==> config.mk <==
export PLATFORM = sky130hd
export DESIGN_NAME = uart_tx_queue
export DESIGN_NICKNAME = d
export VERILOG_FILES = /design/src/rtl/uart_tx_queue.sv
export SDC_FILE = /design/constraint.sdc
export NUM_CORES = 1
export LEC_CHECK = 0
export BUFFER_PORTS_ARGS = -buffer_cell sky130_fd_sc_hd__buf_2
export CORE_MARGIN = 2
export CORE_UTILIZATION = 62
export CTS_CLUSTER_DIAMETER = 150
export DETAILED_ROUTE_END_ITERATION = 10
export GPL_TIMING_DRIVEN = 0
export PLACE_DENSITY = 0.81
export REMOVE_ABC_BUFFERS = 1
export SLEW_MARGIN = 20
export SYNTH_ARGS = -nofsm -noshare
export SYNTH_HDL_FRONTEND = slang
export SYNTH_SLANG_ARGS = --single-unit
==> constraint.sdc <==
create_clock -name Clock -period 6.47 [get_ports Clock]
set_clock_uncertainty 0.2 [all_clocks]
set_input_delay 0.647 -clock Clock [delete_from_list [all_inputs] [get_ports Clock]]
set_output_delay 0.647 -clock Clock [all_outputs]
set_load 0.01 [all_outputs]
==> src/rtl/uart_tx_queue.sv <==
// rtl/uart_tx_queue.sv - first-word-fall-through byte FIFO feeding the UART transmitter
// Optional synchronous flush input Clear is enabled by UART_TX_QUEUE_CLEAR_EN.
module uart_tx_queue #(
  parameter int Depth     = 8,
  parameter int DataWidth = 8
) (
  input  logic                   Clock,
  input  logic                   Reset,
  input  logic [DataWidth-1:0]   InData,
  input  logic                   InValid,
  output logic                   InReady,
  output logic [DataWidth-1:0]   OutData,
  output logic                   OutValid,
  input  logic                   OutReady,
`ifdef UART_TX_QUEUE_CLEAR_EN
  input  logic                   Clear,
`endif
  output logic [$clog2(Depth):0] Count,
  output logic                   Full,
  output logic                   Empty
);

  localparam int AW = $clog2(Depth);
  localparam logic [AW:0] DepthCount = (AW+1)'(Depth);

  logic [DataWidth-1:0] mem_q [Depth];
  logic [AW:0]          wr_ptr_q, wr_ptr_d;
  logic [AW:0]          rd_ptr_q, rd_ptr_d;
  logic                 push, pop, flush;

`ifdef UART_TX_QUEUE_CLEAR_EN
  assign flush = Clear;
`else
  assign flush = 1'b0;
`endif

  // The extra pointer MSB is the wrap bit, so full and empty stay distinct.
  assign Count    = wr_ptr_q - rd_ptr_q;
  assign Full     = (Count == DepthCount);
  assign Empty    = (Count == '0);
  assign InReady  = !Full;
  assign OutValid = !Empty;
  assign OutData  = mem_q[rd_ptr_q[AW-1:0]];

  assign push = InValid && InReady;
  assign pop  = OutValid && OutReady;

  always_comb begin
    wr_ptr_d = wr_ptr_q;
    rd_ptr_d = rd_ptr_q;
    if (flush) begin
      wr_ptr_d = '0;
      rd_ptr_d = '0;
    end else begin
      if (push) wr_ptr_d = wr_ptr_q + 1'b1;
      if (pop)  rd_ptr_d = rd_ptr_q + 1'b1;
    end
  end

  always_ff @(posedge Clock or negedge Reset) begin
    if (!Reset) begin
      wr_ptr_q <= '0;
      rd_ptr_q <= '0;
    end else begin
      wr_ptr_q <= wr_ptr_d;
      rd_ptr_q <= rd_ptr_d;
    end
  end

  // A write during a flush lands in a slot the reset pointers no longer cover.
  always_ff @(posedge Clock) begin
    if (push) mem_q[wr_ptr_q[AW-1:0]] <= InData;
  end

endmodule
==> qor.yml, run 1 <==
post_drt_wl_per_cell_um: 20.1
cp_slowest_stage_delay_ps: 670
netlist_top_cells_area: "edfxtp_1 (64%), mux4_2 (12%), dfrtp_1 (6.7%)"
worst-r2r-cell-count: 7
grt_pass1_wl_um: 8420
swShare_pct: 35.6
slew_violations: 0
numCtsBuffers: 9
die_height_um: 73.5
cts_hold_buf: 1
gp_congestion: 0.757
overflow: 0
yosysTopAreaCell: "edfxtp_1"
dieArea_um2: 5400
synthCells: 175
drt_pre_antenna_iters: 4
hold_end: "rd_ptr_q[3]"
routed-via-count: 1589
synth_edf_count: 64
worstSetupEndpointType: "output port"
hpwl_um: 3390
synth_top_area_share_pct: 64.2
drc: 0
ir_drop_uv: 390
post_cts_resized: 0
whs_path_depth: 1
ys_warn_count: 0
postLayoutCoreUtil_pct: 72.7
antenna_found_initial: 0
synth_cell_type_count: 31
grt_setup_unrepaired: "false"
grt_usage_pct: 22.8
ys_ff_latch: 72
crit_arrival_ps: 3010
setup-tns-final_ps: 0
diodes: 0
io_pins: 28
htreeDepth: 3
synth_ff_type: "edfxtp_1"
hold_path_class: "reg2reg"
cp.required_ps: 5620
worstMarginPinSlew_ps: 974
finalWorstSetupSlack_ps: 2610
wirelength_um: 5380
p_clk_share_pct: 21.9
min_period_ps: 3860
cp_slowest_cell: "dfrtp_1"
syn_to_final_growth_pct: 13.9
ys_seq_area_share_pct: 70.9
clkTransAtPathRegs_ps: 70
nNetsFinal: 226
initial_core_util_pct: 63.8
fmax_mhz: 259
mostFrequentLayoutCells: "edfxtp_1 (64), nand2_1 (28), buf_2 (27), mux4_2 (16), clkbuf_8 (10)"
core_um2: 4690
ant_nets: 0
synthesis.area_um2: 2990
vias_per_cell: 5.95
holdWs_ps: 339
num_rows: 25
numClockSinks: 72
drtIter0Drc: 100
status: "complete, no violations"
power.density_nw_per_um2: 517
finalCritPeriodShare_pct: 59.6
power.switching_uw: 628
worst_path_dominant_cell_family: "buffers and inverters"
crit_buf_inv: 3
crit_chain: "clkinv_1 -> ha_1 -> xor2_1 -> nor3_1 -> o21ai_2 -> inv_1 -> buf_2"
hold_viol: 0
cts_tree: "done"
pre_cts_slack_ps: 2640
slew-limit-headroom_pct: 34.8
crit_type: "reg2out"
r2r-start: "rd_ptr_q[2]"
clkLatencyLatePin_ps: 340
crit_path_start_kind: "register"
grt_max_degree: 21
cts_root_buffer: "clkbuf_8"
dieWidth_um: 73.5
leakage_nw: 1.26
cts_max_path_buffers: 2
hp-start: "rd_ptr_q[3]"
worstPathMaxFanout: 11
post_cts_buffers: 0
setup_viol: 0
portBuffers: 27
maxCapViolations: 0
async_flop_share_pct: 11.1
mostFrequentLayoutCell: "edfxtp_1"
internal_power_mw: 1.14
combPwrFrac_pct: 37.0
avgSynthCellArea_um2: 17.1
grt_pass1_vias: 1688
r2r_slack_ps: 2680
reg2reg_to: "mem_q[3][1]"
drive_above_1_share_pct: 32.4
power_frac_seq_pct: 41.1
-- worst max-delay path by stage --
stage	start	endpoint	cells past startpoint
after global placement	rd_ptr_q[0]	mem_q[4][3]	8
after global routing	rd_ptr_q[2]	mem_q[3][2]	7
after CTS	rd_ptr_q[2]	Full	7
after detailed placement	rd_ptr_q[2]	mem_q[3][1]	7
final	rd_ptr_q[2]	Full	7
after floorplan	rd_ptr_q[0]	mem_q[0][0]	8
-- cell usage after synthesis, drive strengths merged, types with 4 or more instances --
library cell,count
mux4,16
xnor2,6
inv,7
buf,4
nand2,29
nor3,4
dfrtp,8
nor2,7
a21oi,4
edfxtp,64
ha,5
-- power groups by stage --
stage          clock (mW)  combinational [mW]  sequential (mW)
2_1_floorplan           0               0.469            0.692
3_3_place_gp            0               0.625            0.726
3_5_place_dp            0               0.653            0.740
4_1_cts             0.390               0.657            0.729
5_1_grt             0.411               0.721            0.740
6_report            0.386               0.652            0.726
-- layout make-up --
cell class / count / area [µm²]
multi-input combinational: 89 / 823
clock inverter: 6 / 82.6
tap: 54 / 67.6
clock buffer: 10 / 138
sequential: 72 / 2120
inverter: 8 / 30.0
timing repair buffer: 28 / 145
fill: 308 / 1280
-- through the flow --
step                power [mW]  cells  cell area, µm²
finish                    1.76    267            3410
global route              1.87    267            3410
CTS                       1.78    267            3410
detailed placement        1.39    250            3180
global placement          1.35    250            3170
floorplan                 1.16    169            2970
-- flip-flops by register name, indices dropped and copies added (netlist names) --
register	count
mem_q	64
rd_ptr_q	4
wr_ptr_q	4
-- per-layer routing --
metal | GRT usage (%) | vias to the layer above | wire [µm] | share of wire [%]
met5 | 0 | - | 0 | 0
met4 | 9.29 | 0 | 29 | 0.54
met3 | 7.82 | 2 | 355 | 6.6
met2 | 37.7 | 57 | 2810 | 52
met1 | 27.7 | 799 | 2180 | 41
li1 | - | 731 | - | -
-- kinds of logic (layout without fill, tap and decap cells) --
logic type,count (synthesis),after routing,share of synthesized area (%)
DFF,72,72,70.9
and+or+nand+nor,49,49,7.40
muxes,18,18,12.9
buffers and inverters,14,52,1.96
AOI/OAI and AO/OA,8,8,1.76
xor gates and xnor gates,8,8,2.34
adders and majority gates,6,6,2.76
Note: power is estimated with default switching activity, not from simulation.
==> inputs of run 2 (changes only) <==
--- a/config.mk
+++ b/config.mk
@@ -5,13 +5,14 @@
 export SDC_FILE = /design/constraint.sdc
 export NUM_CORES = 1
 export LEC_CHECK = 0
+export ABC_AREA = 1
 export BUFFER_PORTS_ARGS = -buffer_cell sky130_fd_sc_hd__buf_2
 export CORE_MARGIN = 2
-export CORE_UTILIZATION = 62
+export CORE_UTILIZATION = 53
 export CTS_CLUSTER_DIAMETER = 150
 export DETAILED_ROUTE_END_ITERATION = 10
 export GPL_TIMING_DRIVEN = 0
-export PLACE_DENSITY = 0.81
+export PLACE_DENSITY = 0.73
 export REMOVE_ABC_BUFFERS = 1
 export SLEW_MARGIN = 20
 export SYNTH_ARGS = -nofsm -noshare
==> constraint.sdc (replaced) <==
create_clock -name Clock -period 3.33 [get_ports Clock]
set_clock_uncertainty 0.2 [all_clocks]
set_input_delay 0.333 -clock Clock [delete_from_list [all_inputs] [get_ports Clock]]
set_output_delay 0.333 -clock Clock [all_outputs]
set_load 0.01 [all_outputs]
==> run 2 against run 1 <==
Combinational power up 110%. Synthesized cell count up 58%. Critical path depth unchanged. Area after synthesis up 4.6%. Via count up 31%. Die area up 21%. Design area up 5.0%. Worst setup slack worse by 2400 ps. First-iteration DRC count up 25%. Critical endpoint unchanged.
==> qor.yml, run 2 <==
postLayoutCellArea_um2: 3580  # was 3410 µm²
reg2reg_to: "mem_q[2][4]"  # was mem_q[3][1]
top_layer_used: "met4"  # unchanged
maxCapViolations: 0  # unchanged
setup-tns-final_ps: 0  # unchanged
antenna_found_initial: 0  # unchanged
worstPathMaxFanout: 20  # was 11
worstMarginPinSlew_ps: 594  # was 974 ps
holdWs_ps: 51.9  # was 339 ps
cts_tree: "done"  # unchanged
diodes: 0  # unchanged
crit_path_start_kind: "register"  # unchanged
vias_per_cell: 5.43  # was 5.95
initial_core_util_pct: 55.8  # was 63.8%
drc: 0  # unchanged
hp-start: "InData[3]"  # was rd_ptr_q[3]
synth_edf_count: 64  # unchanged
syn_to_final_growth_pct: 14.3  # was 13.9%
cp.required_ps: 2800  # was 5620 ps
overflow: 0  # unchanged
grt_pass1_vias: 1914  # was 1,688
clkLatencyLatePin_ps: 340  # about the same
combPwrFrac_pct: 39.7  # was 37.0%
status: "complete, no violations"  # unchanged
cp_slowest_cell: "dfrtp_2"  # was dfrtp_1
ys_ff_latch: 72  # unchanged
power.total_mw: 3.54  # was 1.76 mW
synthCells: 277  # was 175
hold_viol: 0  # unchanged
hold_path_class: "in2reg"  # was reg2reg
nNetsFinal: 323  # was 226
yosysTopAreaCell: "edfxtp_1"  # unchanged
wirelength_um: 6190  # was 5380 µm
ir_drop_uv: 711  # was 390 µV
cts_max_path_buffers: 2  # unchanged
netlist_top_cells_area: "edfxtp_1 (61%), nand2_1 (7.1%), dfrtp_1 (6.4%)"  # was edfxtp_1 (64%), mux4_2 (12%), dfrtp_1 (6.7%)
crit_arrival_ps: 2560  # was 3010 ps
power.switching_mw: 1.43  # was 628 µW
r2r_slack_ps: 300  # was 2680 ps
synth_most_common_cell: "edfxtp_1"  # unchanged
fin_cells: 382  # was 267
crit_chain: "clkinvlp_4 -> fa_1 -> or2_4 -> nor2_4 -> nand3_4 -> inv_1 -> buf_2"  # was clkinv_1 -> ha_1 -> xor2_1 -> nor3_1 -> o21ai_2 -> inv_1 -> buf_2
gp_congestion: 0.822  # was 0.757
grt_max_degree: 38  # was 21
power.density_nw_per_um2: 989  # was 517 nW/µm²
hpwl_um: 3630  # was 3390 µm
cts_root_buffer: "clkbuf_8"  # unchanged
synth_cell_type_count: 23  # was 31
avgSynthCellArea_um2: 11.3  # was 17.1 µm²
core_um2: 5610  # was 4690 µm²
ant_nets: 0  # unchanged
min_period_ps: 3090
fmax_mhz: 324
swShare_pct: 40.4  # was 35.6%
dieWidth_um: 80.9  # was 73.5 µm
slew_violations: 0  # unchanged
met3_length_um: 336  # was 355 µm
finalWorstSetupSlack_ps: 241  # was 2610 ps
drtIter0Drc: 125  # was 100
power_frac_seq_pct: 38.7  # was 41.1%
mostFrequentLayoutCell: "edfxtp_1"  # unchanged
internal_power_mw: 2.11  # was 1.14 mW
synth_top_area_share_pct: 61.4  # was 64.2%
place_area_um2: 3300  # was 3180 µm²
hold_end: "mem_q[5][3]"  # was rd_ptr_q[3]
p_clk_share_pct: 21.7  # was 21.9%
routed-via-count: 2074  # was 1,589
postLayoutCoreUtil_pct: 63.8  # was 72.7%
htreeDepth: 3  # unchanged
slew-limit-headroom_pct: 60.3  # was 34.8%
crit_type: "reg2out"  # unchanged
cp_slowest_stage_delay_ps: 620  # was 670 ps
numCtsBuffers: 9  # unchanged
grt_usage_pct: 21.0  # was 22.8%
io_pins: 28  # unchanged
worst-r2r-cell-count: 7  # unchanged
dp.cells: 364  # was 250
drive_above_1_share_pct: 21.0  # was 32.4%
dieArea_um2: 6540  # was 5400 µm²
numClockSinks: 72  # unchanged
worstSetupEndpointType: "output port"  # unchanged
met2WireLength_um: 3050  # was 2810 µm
netlist_top_cells_count: "edfxtp_1 (64), nand2_1 (59), nor2_1 (42)"  # was edfxtp_1 (64), nand2_1 (28), mux4_2 (16)
ys_warn_count: 0  # unchanged
synthesis.area_um2: 3130  # was 2990 µm²
clkTransAtPathRegs_ps: 90  # was 70 ps
portBuffers: 27  # unchanged
num_rows: 27  # was 25
r2r-start: "rd_ptr_q[1]"  # was rd_ptr_q[2]
setup_viol: 0  # unchanged
post_drt_wl_per_cell_um: 16.2  # was 20.1 µm
pre_cts_slack_ps: -436  # was 2640 ps
wl_met1_um: 2740  # was 2180 µm
grt_setup_unrepaired: "false"  # unchanged
mostFrequentLayoutCells: "edfxtp_1 (64), nand2_1 (59), nor2_1 (35), buf_2 (27), o21ai_0 (20)"  # was edfxtp_1 (64), nand2_1 (28), buf_2 (27), mux4_2 (16), clkbuf_8 (10)
grt_pass1_wl_um: 9730  # was 8420 µm
whs_path_depth: 1  # unchanged
async_flop_share_pct: 11.1  # unchanged
drt_pre_antenna_iters: 5  # was 4
die_height_um: 80.9  # was 73.5 µm
ys_seq_area_share_pct: 67.8  # was 70.9%
finalCritPeriodShare_pct: 92.8
leakage_nw: 1.38  # was 1.26 nW
synth_ff_type: "edfxtp_1"  # unchanged
largest_reg_flops: 64  # unchanged
==> run 2: cell count changes after synthesis, sizes merged, moves of 4 or more <==
cell and change:
nand3 +14, mux4 -16, o22ai +16, nor2 +37, o21ai +30, inv +6, buf +4, nor3 -4
xnor2 -6, nand2 +31
==> run 2: layout make-up <==
cell class / count / area [µm²]
clock buffer: 9 / 124
fill: 468 / 2030
inverter: 14 / 57.6
multi-input combinational: 179 / 923
tap: 72 / 90.1
timing repair buffer: 29 / 153
sequential: 72 / 2130
clock inverter: 7 / 103
==> run 2: how the worst max path moves through the flow <==
stage | from | endpoint | slack [ps]
finish | rd_ptr_q[1] | Full | 240
CTS | rd_ptr_q[1] | Full | 10
detailed placement | rd_ptr_q[0] | mem_q[1][7] | -440
global route | rd_ptr_q[0] | Full | 120
global placement | rd_ptr_q[0] | mem_q[6][7] | -390
floorplan | rd_ptr_q[0] | mem_q[4][0] | 260
==> run 2: critical path: cells and delay by family, from the launching register on <==
kind / cells / cell delay (ps)
fa+ha+maj: 1 / 530
buf+inv: 3 / 460
flops: 1 / 620
simple gates: 3 / 590
==> run 2: what timing repair did <==
item,CTS,global route
setup endpoints to repair,68,60
hold buffers,1,0
resized for setup,10,4
pin swaps,0,0
setup buffers,0,1
hold endpoints to repair,8,0
==> run 2: power by group through the flow <==
stage          Sequential (mW)  Clock [mW]  Combinational, mW
2_1_floorplan             1.30           0              0.979
3_3_place_gp              1.37           0               1.34
4_1_cts                   1.36       0.776               1.40
6_report                  1.37       0.767               1.40
3_5_place_dp              1.38           0               1.38
5_1_grt                   1.39       0.811               1.60
==> run 2: cell families after synthesis <==
family	synth area share, %
DFF	67.8
and+or+nand+nor	16.8
buffers and inverters	3.44
AOI/OAI and AO/OA	8.47
xor gates and xnor gates	0.839
adders and majority gates	2.64
==> run 2: per-layer routing <==
layer / global-route usage, % / vias up
met3: 4.67 / 6
met1: 28.2 / 982
met4: 7.63 / 0
met5: 0 / -
li1: - / 1026
met2: 33.7 / 60
==> inputs of run 3 (changes only) <==
--- a/config.mk
+++ b/config.mk
@@ -5,14 +5,14 @@
 export SDC_FILE = /design/constraint.sdc
 export NUM_CORES = 1
 export LEC_CHECK = 0
-export ABC_AREA = 1
+export ABC_AREA = 0
 export BUFFER_PORTS_ARGS = -buffer_cell sky130_fd_sc_hd__buf_2
 export CORE_MARGIN = 2
-export CORE_UTILIZATION = 53
+export CORE_UTILIZATION = 52
 export CTS_CLUSTER_DIAMETER = 150
 export DETAILED_ROUTE_END_ITERATION = 10
 export GPL_TIMING_DRIVEN = 0
-export PLACE_DENSITY = 0.73
+export PLACE_DENSITY = 0.72
 export REMOVE_ABC_BUFFERS = 1
 export SLEW_MARGIN = 20
 export SYNTH_ARGS = -nofsm -noshare
==> run 3 against run 2 <==
Die area is 2.4% lower. Cell count is 24% lower. Sequential power is 4% higher. Wire length is 13% lower. Fmax is 0.28% lower. Clock power is 14% lower. Sequential cell count stayed put. First-iteration DRC count is 27% higher. Utilization is 0.44 points lower. Power is 2.9% lower. Highest routed layer unchanged. Global-route usage is 2.1 points lower.
==> qor.yml, run 3 (synthesis results as in run 1) <==
finalCritPeriodShare_pct: 93.0  # was 92.8%
post_drt_wl_per_cell_um: 18.5  # was 16.2 µm
diodes: 0  # unchanged
dieArea_um2: 6380  # was 6540 µm²
numCtsBuffers: 9  # unchanged
power_frac_seq_pct: 41.3  # was 38.7%
crit_arrival_ps: 2950  # was 2560 ps
grt_pass1_vias: 1640  # was 1,914
num_rows: 27  # unchanged
largest_reg_flops: 64  # unchanged
swShare_pct: 37.2  # was 40.4%
cp.required_ps: 3180  # was 2800 ps
gp_congestion: 0.778  # was 0.822
internal_power_mw: 2.16  # was 2.11 mW
setup-tns-final_ps: 0  # unchanged
worstSetupEndpointType: "register"  # was output port
grt_usage_pct: 18.9  # was 21.0%
wirelength_um: 5360  # was 6190 µm
initial_core_util_pct: 54.0  # was 55.8%
maxCapViolations: 0  # unchanged
ant_nets: 0  # unchanged
nNetsFinal: 230  # was 323
power.switching_mw: 1.28  # was 1.43 mW
ir_drop_uv: 518  # was 711 µV
status: "complete, no violations"  # unchanged
mostFrequentLayoutCell: "edfxtp_1"  # unchanged
grt_pass1_wl_um: 8400  # was 9730 µm
setup_viol: 0  # unchanged
portBuffers: 27  # unchanged
r2r_slack_ps: 230  # was 300 ps
core_um2: 5540  # was 5610 µm²
worstMarginPinSlew_ps: 559  # was 594 ps
drt_pre_antenna_iters: 4  # was 5
cts_max_path_buffers: 2  # unchanged
crit_path_start_kind: "register"  # unchanged
syn_to_final_growth_pct: 17.3  # was 14.3%
hold_path_class: "in2reg"  # unchanged
htreeDepth: 3  # unchanged
combPwrFrac_pct: 39.4  # was 39.7%
numClockSinks: 72  # unchanged
cts_root_buffer: "clkbuf_8"  # unchanged
vias_per_cell: 5.47  # was 5.43
hold_viol: 0  # unchanged
grt_max_degree: 21  # was 38
finalWorstSetupSlack_ps: 232  # was 241 ps
mostFrequentLayoutCells: "edfxtp_1 (64), nand2_1 (28), buf_2 (27), mux4_2 (16), clkbuf_8 (9)"  # was edfxtp_1 (64), nand2_1 (59), nor2_1 (35), buf_2 (27), o21ai_0 (20)
cts_tree: "done"  # unchanged
power.density_nw_per_um2: 979  # was 989 nW/µm²
dieWidth_um: 79.9  # was 80.9 µm
drtIter0Drc: 159  # was 125
power.total_mw: 3.44  # was 3.54 mW
io_pins: 28  # unchanged
crit_type: "reg2reg"  # was reg2out
drc: 0  # unchanged
min_period_ps: 3100  # was 3090 ps
routed-via-count: 1582  # was 2,074
pre_cts_slack_ps: -461  # was -436 ps
slew_violations: 0  # unchanged
overflow: 0  # unchanged
holdWs_ps: 59.5  # was 51.9 ps
clkLatencyLatePin_ps: 330  # was 340 ps
p_clk_share_pct: 19.3  # was 21.7%
grt_setup_unrepaired: "false"  # unchanged
drive_above_1_share_pct: 37.8  # was 21.0%
slew-limit-headroom_pct: 62.7  # was 60.3%
fmax_mhz: 323  # was 324 MHz
worstPathMaxFanout: 11  # was 20
leakage_nw: 1.27  # was 1.38 nW
hpwl_um: 3380  # was 3630 µm
antenna_found_initial: 0  # unchanged
die_height_um: 79.9  # was 80.9 µm
clkTransAtPathRegs_ps: 70  # was 90 ps
[run 3: changes by cell type in the layout (fill, tap and decap cells not counted), moves of 11 or more]
cell,delta
nor2_1,-35
nand2_1,-31
o21ai_1,-12
nand3_1,-11
mux4_2,+16
o21ai_0,-20
o22ai_1,-16
[run 3: layout make-up]
cell class	instances	area, µm²
inverters	8	31.3
well taps	72	90.1
repair buffers	32	188
clock inverters	7	68.8
flip-flops and latches	72	2130
clock buffers	9	124
multi-input cells	89	881
fillers	404	2030
[run 3: final timing paths]
check,start,endpoint,cells after the start
min,InData[2],mem_q[1][2],1
max in group asynchronous,Reset,rd_ptr_q[0],2
max,rd_ptr_q[2],mem_q[4][4],8
max reg2reg,rd_ptr_q[2],mem_q[4][4],8
min reg2reg,wr_ptr_q[3],wr_ptr_q[3],2
min in group asynchronous,Reset,wr_ptr_q[1],2
[run 3: per-stage QoR]
step                      utilization, %  area [µm²]  instances
final                               63.4        3510        289
after global routing                63.4        3510        289
after CTS                           63.1        3500        288
after detailed placement            57.8        3200        268
after global placement              57.6        3190        268
after floorplan                        -        2970        169
[run 3: layer usage]
layer  up-vias  global-route usage, %  wire length (µm)
li1        736                      -                 -
met1       802                   24.3              2310
met2        36                   31.1              2740
met3         8                   4.30               234
met4         0                   7.63                72
met5         -                      0                 0
[run 3: power groups by stage]
stage | Clock (mW) | Combinational [mW] | Sequential [mW]
3_5_place_dp | 0 | 1.26 | 1.43
2_1_floorplan | 0 | 0.911 | 1.34
5_1_grt | 0.713 | 1.48 | 1.46
6_report | 0.662 | 1.35 | 1.42
3_3_place_gp | 0 | 1.22 | 1.41
4_1_cts | 0.674 | 1.34 | 1.43
[run 3: timing repair]
action	4_1_cts	5_1_grt
hold buffers	1	0
pin swaps	2	1
endpoints found under the hold margin	8	0
setup buffers	3	1
endpoints found under the setup margin	68	19
resized for setup	17	1
[run 3: worst max-delay path, stage by stage, from the launching register on]
cell and delay [ps]:
dfrtp_2 540, clkinv_2 250, ha_1 370, a21oi_1 250, a21oi_1 150, o21ai_2 290
nand3_1 310, nor3_4 270, buf_4 180
